$ cat src/rtl/tt_sel_ctrl_pkg.sv
// tt_sel_ctrl_pkg -- shared definitions for the tiny-tapeout spine select
// controller: select width, address field positions, parameter defaults and
// the enable FSM state type.
package tt_sel_ctrl_pkg;

  // Spine select bus width and default build parameters
  localparam int SEL_W           = 10;
  localparam int SYNC_STAGES_DEF = 2;
  localparam int GUARD_CYC_DEF   = 4;

  // Row address lives in spine_sel[9:6] and spine_sel[4]
  localparam int ROW_HI_MSB = 9;
  localparam int ROW_HI_LSB = 6;
  localparam int ROW_LO_BIT = 4;
  // Column / top-bottom address lives in spine_sel[5] and spine_sel[3:0]
  localparam int COL_HI_BIT = 5;
  localparam int COL_LO_MSB = 3;
  localparam int COL_LO_LSB = 0;

  // Width of the break-before-make guard counter (GUARD_CYC up to 15)
  localparam int GCNT_W = 4;

  // Spine enable FSM states
  typedef enum logic [1:0] {
    ST_OFF   = 2'd0,
    ST_GUARD = 2'd1,
    ST_ON    = 2'd2
  } state_t;

  // Row address of a select word
  function automatic logic [4:0] row_addr(input logic [SEL_W-1:0] sel);
    return {sel[ROW_HI_MSB:ROW_HI_LSB], sel[ROW_LO_BIT]};
  endfunction

  // Column / top-bottom address of a select word
  function automatic logic [4:0] col_addr(input logic [SEL_W-1:0] sel);
    return {sel[COL_HI_BIT], sel[COL_LO_MSB:COL_LO_LSB]};
  endfunction

endpackage

$ cat src/rtl/tt_sel_sync.sv
// tt_sel_sync -- STAGES-deep flop synchronizer for one asynchronous pin,
// cleared asynchronously by an active-high clear.
module tt_sel_sync #(
  parameter int STAGES = 2
) (
  input  logic clk,
  input  logic clr,
  input  logic d,
  output logic q
);

  logic [STAGES-1:0] chain_q;
  logic [STAGES-1:0] chain_d;

  // Shift the pin value one stage further down the chain each cycle
  always_comb begin
    chain_d = {chain_q[STAGES-2:0], d};
  end

  // Synchronizer flops, cleared asynchronously
  always_ff @(posedge clk or posedge clr) begin
    if (clr) begin
      chain_q <= '0;
    end else begin
      chain_q <= chain_d;
    end
  end

  assign q = chain_q[STAGES-1];

endmodule

$ cat src/rtl/tt_sel_ctrl.sv
// tt_sel_ctrl -- spine select counter and break-before-make spine enable.
// Three asynchronous pins (sel_rst, sel_inc, ena_req) are synchronized; a
// 10-bit counter drives spine_sel directly. With macro TT_SEL_GUARD_EN
// defined, spine_ena drops on every select change and only returns after a
// GUARD_CYC guard interval; without it spine_ena simply follows the request.
module tt_sel_ctrl
  import tt_sel_ctrl_pkg::*;
#(
  parameter int SYNC_STAGES = SYNC_STAGES_DEF,
  parameter int GUARD_CYC   = GUARD_CYC_DEF
) (
  input  logic             clk,
  input  logic             rst,
  input  logic             sel_rst,
  input  logic             sel_inc,
  input  logic             ena_req,
  output logic [SEL_W-1:0] spine_sel,
  output logic             spine_ena,
  output logic             guard
);

  logic s_rst;
  logic s_inc;
  logic s_ena;

  tt_sel_sync #(.STAGES(SYNC_STAGES)) u_sync_rst (
    .clk (clk), .clr (rst), .d (sel_rst), .q (s_rst)
  );
  tt_sel_sync #(.STAGES(SYNC_STAGES)) u_sync_inc (
    .clk (clk), .clr (rst), .d (sel_inc), .q (s_inc)
  );
  tt_sel_sync #(.STAGES(SYNC_STAGES)) u_sync_ena (
    .clk (clk), .clr (rst), .d (ena_req), .q (s_ena)
  );

  // ---------------------------------------------------------------------
  // Increment edge detect. Until the synchronizer has been refilled after
  // reset the registered copy is held high, so a pin that was already high
  // at reset release never looks like a fresh rising edge.
  // ---------------------------------------------------------------------
  logic [SYNC_STAGES-1:0] flush_q;
  logic [SYNC_STAGES-1:0] flush_d;
  logic                   inc_prev_q;
  logic                   inc_prev_d;
  logic                   inc_pulse;

  // Track synchronizer refill and the previous synchronized sel_inc level
  always_comb begin
    flush_d    = {flush_q[SYNC_STAGES-2:0], 1'b1};
    inc_prev_d = flush_q[SYNC_STAGES-1] ? s_inc : 1'b1;
    inc_pulse  = s_inc & ~inc_prev_q;
  end

  // Edge-detect and refill-tracking flops
  always_ff @(posedge clk or posedge rst) begin
    if (rst) begin
      flush_q    <= '0;
      inc_prev_q <= 1'b0;
    end else begin
      flush_q    <= flush_d;
      inc_prev_q <= inc_prev_d;
    end
  end

  // ---------------------------------------------------------------------
  // Select counter: clear wins over increment, wraps 1023 -> 0.
  // ---------------------------------------------------------------------
  logic [SEL_W-1:0] sel_q;
  logic [SEL_W-1:0] sel_d;
  logic             sel_chg;

  // Next select value and select-change flag
  always_comb begin
    if (s_rst) begin
      sel_d = '0;
    end else if (inc_pulse) begin
      sel_d = sel_q + SEL_W'(1);
    end else begin
      sel_d = sel_q;
    end
    sel_chg = (sel_d != sel_q);
  end

  // Select counter register
  always_ff @(posedge clk or posedge rst) begin
    if (rst) begin
      sel_q <= '0;
    end else begin
      sel_q <= sel_d;
    end
  end

  assign spine_sel = sel_q;

  // ---------------------------------------------------------------------
  // Spine enable
  // ---------------------------------------------------------------------
  logic ena_q;
  logic ena_d;

`ifdef TT_SEL_GUARD_EN
  localparam logic [GCNT_W-1:0] GCNT_END = GCNT_W'(GUARD_CYC);

  state_t            state_q;
  state_t            state_d;
  logic [GCNT_W-1:0] gcnt_q;
  logic [GCNT_W-1:0] gcnt_d;
  logic              guard_q;
  logic              guard_d;

  // Enable FSM next state; outputs are decoded from the next state so that
  // spine_ena falls on the very edge that loads a new select value.
  always_comb begin
    state_d = state_q;
    gcnt_d  = gcnt_q;
    case (state_q)
      ST_OFF: begin
        if (s_ena && !s_rst) begin
          state_d = ST_GUARD;
          gcnt_d  = '0;
        end
      end
      ST_GUARD: begin
        if (s_rst) begin
          state_d = ST_OFF;
          gcnt_d  = '0;
        end else if (sel_chg) begin
          gcnt_d  = '0;
        end else if (gcnt_q == GCNT_END) begin
          state_d = s_ena ? ST_ON : ST_OFF;
          gcnt_d  = '0;
        end else begin
          gcnt_d  = gcnt_q + GCNT_W'(1);
        end
      end
      ST_ON: begin
        if (s_rst || !s_ena) begin
          state_d = ST_OFF;
        end else if (sel_chg) begin
          state_d = ST_GUARD;
          gcnt_d  = '0;
        end
      end
      default: begin
        state_d = ST_OFF;
        gcnt_d  = '0;
      end
    endcase
    ena_d   = (state_d == ST_ON);
    guard_d = (state_d == ST_GUARD);
  end

  // FSM state, guard counter and guard output registers
  always_ff @(posedge clk or posedge rst) begin
    if (rst) begin
      state_q <= ST_OFF;
      gcnt_q  <= '0;
      guard_q <= 1'b0;
    end else begin
      state_q <= state_d;
      gcnt_q  <= gcnt_d;
      guard_q <= guard_d;
    end
  end

  assign guard = guard_q;
`else
  // Enable simply follows the synchronized request, blocked by sel_rst
  always_comb begin
    ena_d = s_ena & ~s_rst;
  end

  assign guard = 1'b0;
`endif

  // Spine enable output register
  always_ff @(posedge clk or posedge rst) begin
    if (rst) begin
      ena_q <= 1'b0;
    end else begin
      ena_q <= ena_d;
    end
  end

  assign spine_ena = ena_q;

endmodule
$ cat config.mk
export PLATFORM = sky130hd
export DESIGN_NAME = tt_sel_ctrl
export DESIGN_NICKNAME = d
export VERILOG_FILES = /design/src/rtl/tt_sel_ctrl_pkg.sv /design/src/rtl/tt_sel_sync.sv /design/src/rtl/tt_sel_ctrl.sv
export SDC_FILE = /design/constraint.sdc
export NUM_CORES = 1
export LEC_CHECK = 0
export ABC_AREA = 1
export BUFFER_PORTS_ARGS = -buffer_cell sky130_fd_sc_hd__buf_2
export CAP_MARGIN = 20
export CORE_MARGIN = 1.5
export CORE_UTILIZATION = 50
export CTS_CLUSTER_DIAMETER = 200
export CTS_CLUSTER_SIZE = 16
export DETAILED_ROUTE_END_ITERATION = 12
export PLACE_DENSITY = 0.75
export SYNTH_ARGS = -nofsm -noshare
export SYNTH_HDL_FRONTEND = slang
export SYNTH_SLANG_ARGS = --single-unit
export TNS_END_PERCENT = 50
$ cat constraint.sdc
create_clock -name clk -period 1.2 [get_ports clk]
set_input_delay 0 -clock clk [delete_from_list [all_inputs] [get_ports clk]]
set_output_delay 0 -clock clk [all_outputs]
set_load 0.02 [all_outputs]
-- Yosys cells after proc, flatten, opt, wreduce, memory -nomap -nowiden
Cells that the tools add are included.
- $add $sub $neg: 1
- multipliers: 0
- divide/modulo/power cells: 0
- $lt $le $gt $ge: 0
- eq/ne operators: 0
- shift-type cells: 0
- multiplexer cells: 3
- bitwise logic cells: 4
- reduce and logical (&&, ||, !) cells: 1
- operators with widths (operator ; count):
    10-bit 2-to-1 mux ; 2
    10-bit by 1-bit adder with 10-bit output (second input constant) ; 1
    1-bit AND ; 2
    1-bit NOT ; 2
    2-bit nonzero test ; 1
    1-bit 2-to-1 mux ; 1
- register bits: 20
- bits in latches: 0
- RAM bits: 0
- memory bits (read-only): 0
- input bits: 5
- output and inout bits: 12
- memories kept: 0

-- Logic depth before layout (Yosys ltp)
- word-level depth: 4
- gate-level depth with buffers: 7
- mapped depth without buffers: 7

-- Hierarchy
From an unflattened synthesis, not the netlist that was laid out.
- cell total of the unflattened synthesis: 97
- area total of the unflattened synthesis: 887.1 µm²
- modules (own cells, without submodules) (module ; instances ; cells an instance ; area each (µm²) ; seq. area each (µm²)):
    tt_sel_ctrl ; 1 ; 88 ; 725.7 ; 350.3
    tt_sel_sync ; 3 ; 3 ; 53.8 ; 50.0

-- Worst setup path after synthesis
No wires, ideal clock.
- path type: register to register
- start: reg sel_q[1], in the netlist spine_sel[1]
- end: reg sel_q[8], in the netlist spine_sel[8]
- setup time: 0.118 ns
- arrival time: 1.101 ns
- data required time: 1.082 ns
- setup slack: -0.019 ns
- stages on the path, launching flop included: 7
- buffers on the path: 0
- path through: dfrtp_1 > ha_1 > inv_2 > nor2_2 > nand3_1 > o21bai_1 > nor2_1
- word-level cells in the longest chain between the ends: 3
- ends and longest elaborated chain (item ; line ; RTL):
    start: declaration ; tt_sel_ctrl.sv:68 ; logic [SEL_W-1:0] sel_q;
    start signal: assignment ; tt_sel_ctrl.sv:89 ; sel_q <= sel_d;
    10-bit by 1-bit adder with 10-bit output ; tt_sel_ctrl.sv:77 ; sel_d = sel_q + SEL_W'(1);
    10-bit 2-to-1 mux ; tt_sel_ctrl.sv:76 ; end else if (inc_pulse) begin
    10-bit 2-to-1 mux ; tt_sel_ctrl.sv:74 ; if (s_rst) begin
No other way between the ends. The select of a mux whose other input is x is not followed.
A chain may end at the register's enable or synchronous reset.

-- Final worst setup path
- start: reg sel_q[0], in the netlist spine_sel[0]
- end: reg sel_q[8], in the netlist spine_sel[8]
Same word-level chain as after synthesis.

==> results.tsv <==
metric	value	unit
Yosys cell types	21	
top post-synthesis cells by area	dfrtp_1, nand2_1, inv_1	
GR Overflow Total	0	
CTS max path bufs	2	
clock period minus final worst setup slack	1.146	ns
Worst setup SP type	flip-flop	
synth-to-layout area growth	20.80	%
dpl cell area	975.9	sq um
Die Width	44.91	um
max-cap violations	0	
routed len/inst	11.47	um
Slowest cell on crit path	dfrtp_2	
Gate power share	7.3	%
Die Y	44.91	um
worst reg-to-reg path cell count	6	
Sw Ratio	22.02	%
Vias	681	
Synth Register Bits	20	
status	finished clean	
RePlAce Congestion	0.7742	
Reg power frac	64.0	%
Clk pwr share	28.7	%
TritonRoute pass-1 iters	4	
commonest non-fill, non-tap cells in the layout	nand2_1, dfrtp_1, buf_2	
sequential fraction of the synthesis area	56.98	%
syn nets	101	
post-synth top area cell	dfrtp_1	
mapped cell area	878.3	sq um
H-tree Lvls	1	
Pwr per Cell Area	1033	nW/um^2
io pins	17	
Final nets	126	
final setup fails	0	
Worst EP arrival	1.34	ns
Design Area, Final	1061	sq um
final hold viol count	0	
crit-path cells	ha_1 -> inv_2 -> nor2_4 -> nand3_1 -> o21bai_1 -> nor2_1	
DRC viols	0	
1st-iter DRT viols	6	
R2R Path Start	spine_sel[0]	
post-route insts no fill	135	
Core ar.	1577	sq um
Worst Hold Class	in2async	
cell count after placement	126	
Setup TNS	0	ns
P_sw	0.2414	mW
Syn Inst Count	95	
Design Power	1.096	mW
clk slew on worst S/H paths	0.10	ns
Post-Route WL	1549	um
path type of the worst setup path	reg2reg	
CP bufs+invs	1	
Avg Inst Size Synth	9.246	sq um
Root Driver	clkbuf_4	
Critical Path Fanout Max	3	
CTS buffer count	3	
port buffer count	15	
Antenna Nets Post-Route	0	
clk_lat worst skew	0.29	ns
Place WS	0.07546	ns
Final Util	67.30	%
crit path capture type	flip-flop	
maximum number of pins on one net before global-route repair	12	
FF-to-FF End	spine_sel[8]	
layout cells sized above 1	28.57	%
r2r setup slk	0.05	ns
CTS sink cnt	20	
hpwl dp	1150	um
row cnt	14	
Ant. Diodes	0	
Hold WS	0.1955	ns
Filler Cell Count	135	
initial antenna violation count	0	
Lkg Pwr	0.5374	nW
Vias/cell	5.044	
overall die area	2017	sq um
crit-path max cell delay	0.40	ns
top cell type's share of synthesized area	56.98	%
worst setup margin	0.05408	ns
most common cell after layout, fill and taps aside	nand2_1	
vias in the first global route	606	
Cell Int Power	0.8549	mW
skew final	0.005500	ns
Final Max Tran Viols	0	
TritonCTS clock tree	built	
first-pass GRT wire length	2497	um
Ys Warns	0	
cell family with most CP delay	flip-flops	
Initial Util	55.71	%
RSZ-0062 raised after global routing	true	
required time of the worst setup path	1.39	ns
gr usage total	18.42	%
period utilization	95.49	%
Max Freq	872.7	MHz
worst vdd ir	0.8036	mV
==> synth_stat cells <==
| cell | number |
|---|---|
| dfrtp_1 | 20 |
| nand2_4 | 1 |
| nand4_1 | 1 |
| a21oi_1 | 5 |
| nand3_2 | 1 |
| nand2_2 | 1 |
| conb_1 | 2 |
| nand3_1 | 5 |
| bufinv_8 | 1 |
| nor3_2 | 1 |
| inv_2 | 3 |
| inv_1 | 11 |
| nor2_4 | 2 |
| nand2_1 | 21 |
| nor2_2 | 2 |
| nor2_1 | 10 |
| o21ai_1 | 4 |
| nand3b_1 | 1 |
| o21bai_1 | 1 |
| ha_1 | 1 |
| buf_4 | 1 |
==> per-layer routing <==
layer  vias to the layer above  share of wire, %  track usage, %
met1                       328                45           20.11
met4                         0              0.84           12.94
met5                         -                 0               0
li1                        336                 -               -
met2                        15                51           31.01
met3                         2               3.3           4.800
==> final cells by class <==
cell class                 instances  area [sq um]  share of cell area [%]
inverter                          15         70.07                   6.604
multi-input combinational         59         311.5                   29.36
tap                               16         20.02                   1.887
clock buffer                       4         26.28                   2.476
timing repair buffer              21         130.1                   12.26
sequential                        20         503.0                   47.41
==> state kept, by name (all words and copies together), names as in the netlist <==
register and flops:
inc_prev_q 1, u_sync_rst.chain_q 2, u_sync_ena.chain_q 2, flush_q 2, spine_ena 1, spine_sel 10
u_sync_inc.chain_q 2
==> power by group through the flow <==
| stage | logic [mW] | registers [mW] | clock network [mW] |
|---|---|---|---|
| after CTS | 0.0794 | 0.702 | 0.332 |
| after global placement | 0.0665 | 0.715 | 0 |
| final | 0.0800 | 0.702 | 0.314 |
| after floorplan | 0.0447 | 0.719 | 0 |
| after global routing | 0.0881 | 0.705 | 0.361 |
| after detailed placement | 0.0694 | 0.716 | 0 |
==> kinds of logic after synthesis <==
group / after synthesis / synth area share (%)
buffers and inverters: 16 / 8.833
other: 2 / 0.8550
adder cells (fa/ha/maj): 1 / 1.424
AND/OR/NAND/NOR: 46 / 25.93
AO/OA/AOI/OAI: 10 / 5.983
flip-flops: 20 / 56.98
==> worst register-to-register path, stage by stage (launching register included) <==
cell and delay [ns]:
dfrtp_2 0.40, ha_1 0.17, inv_2 0.07, nor2_4 0.12, nand3_1 0.11, o21bai_1 0.14
nor2_1 0.05
==> worst max path at each step <==
stage / startpoint / endpoint / slack, ns / cells past startpoint
final: spine_sel[0] / spine_sel[8] / 0.05 / 6
after global routing: spine_sel[0] / spine_sel[8] / -0.03 / 6
after CTS: spine_sel[1] / spine_sel[8] / 0.06 / 6
after detailed placement: spine_sel[1] / spine_sel[8] / 0.08 / 6
after global placement: spine_sel[0] / spine_sel[8] / 0.12 / 6
after floorplan: spine_sel[1] / spine_sel[8] / 0.05 / 6
==> what timing repair did <==
item                                    CTS  global route
endpoints found under the setup margin    0             2
hold buffers                              4             0
setup buffers                             0             1
endpoints found under the hold margin    23             0
resized for setup                         0             2
(Power assumes the default switching activity.)
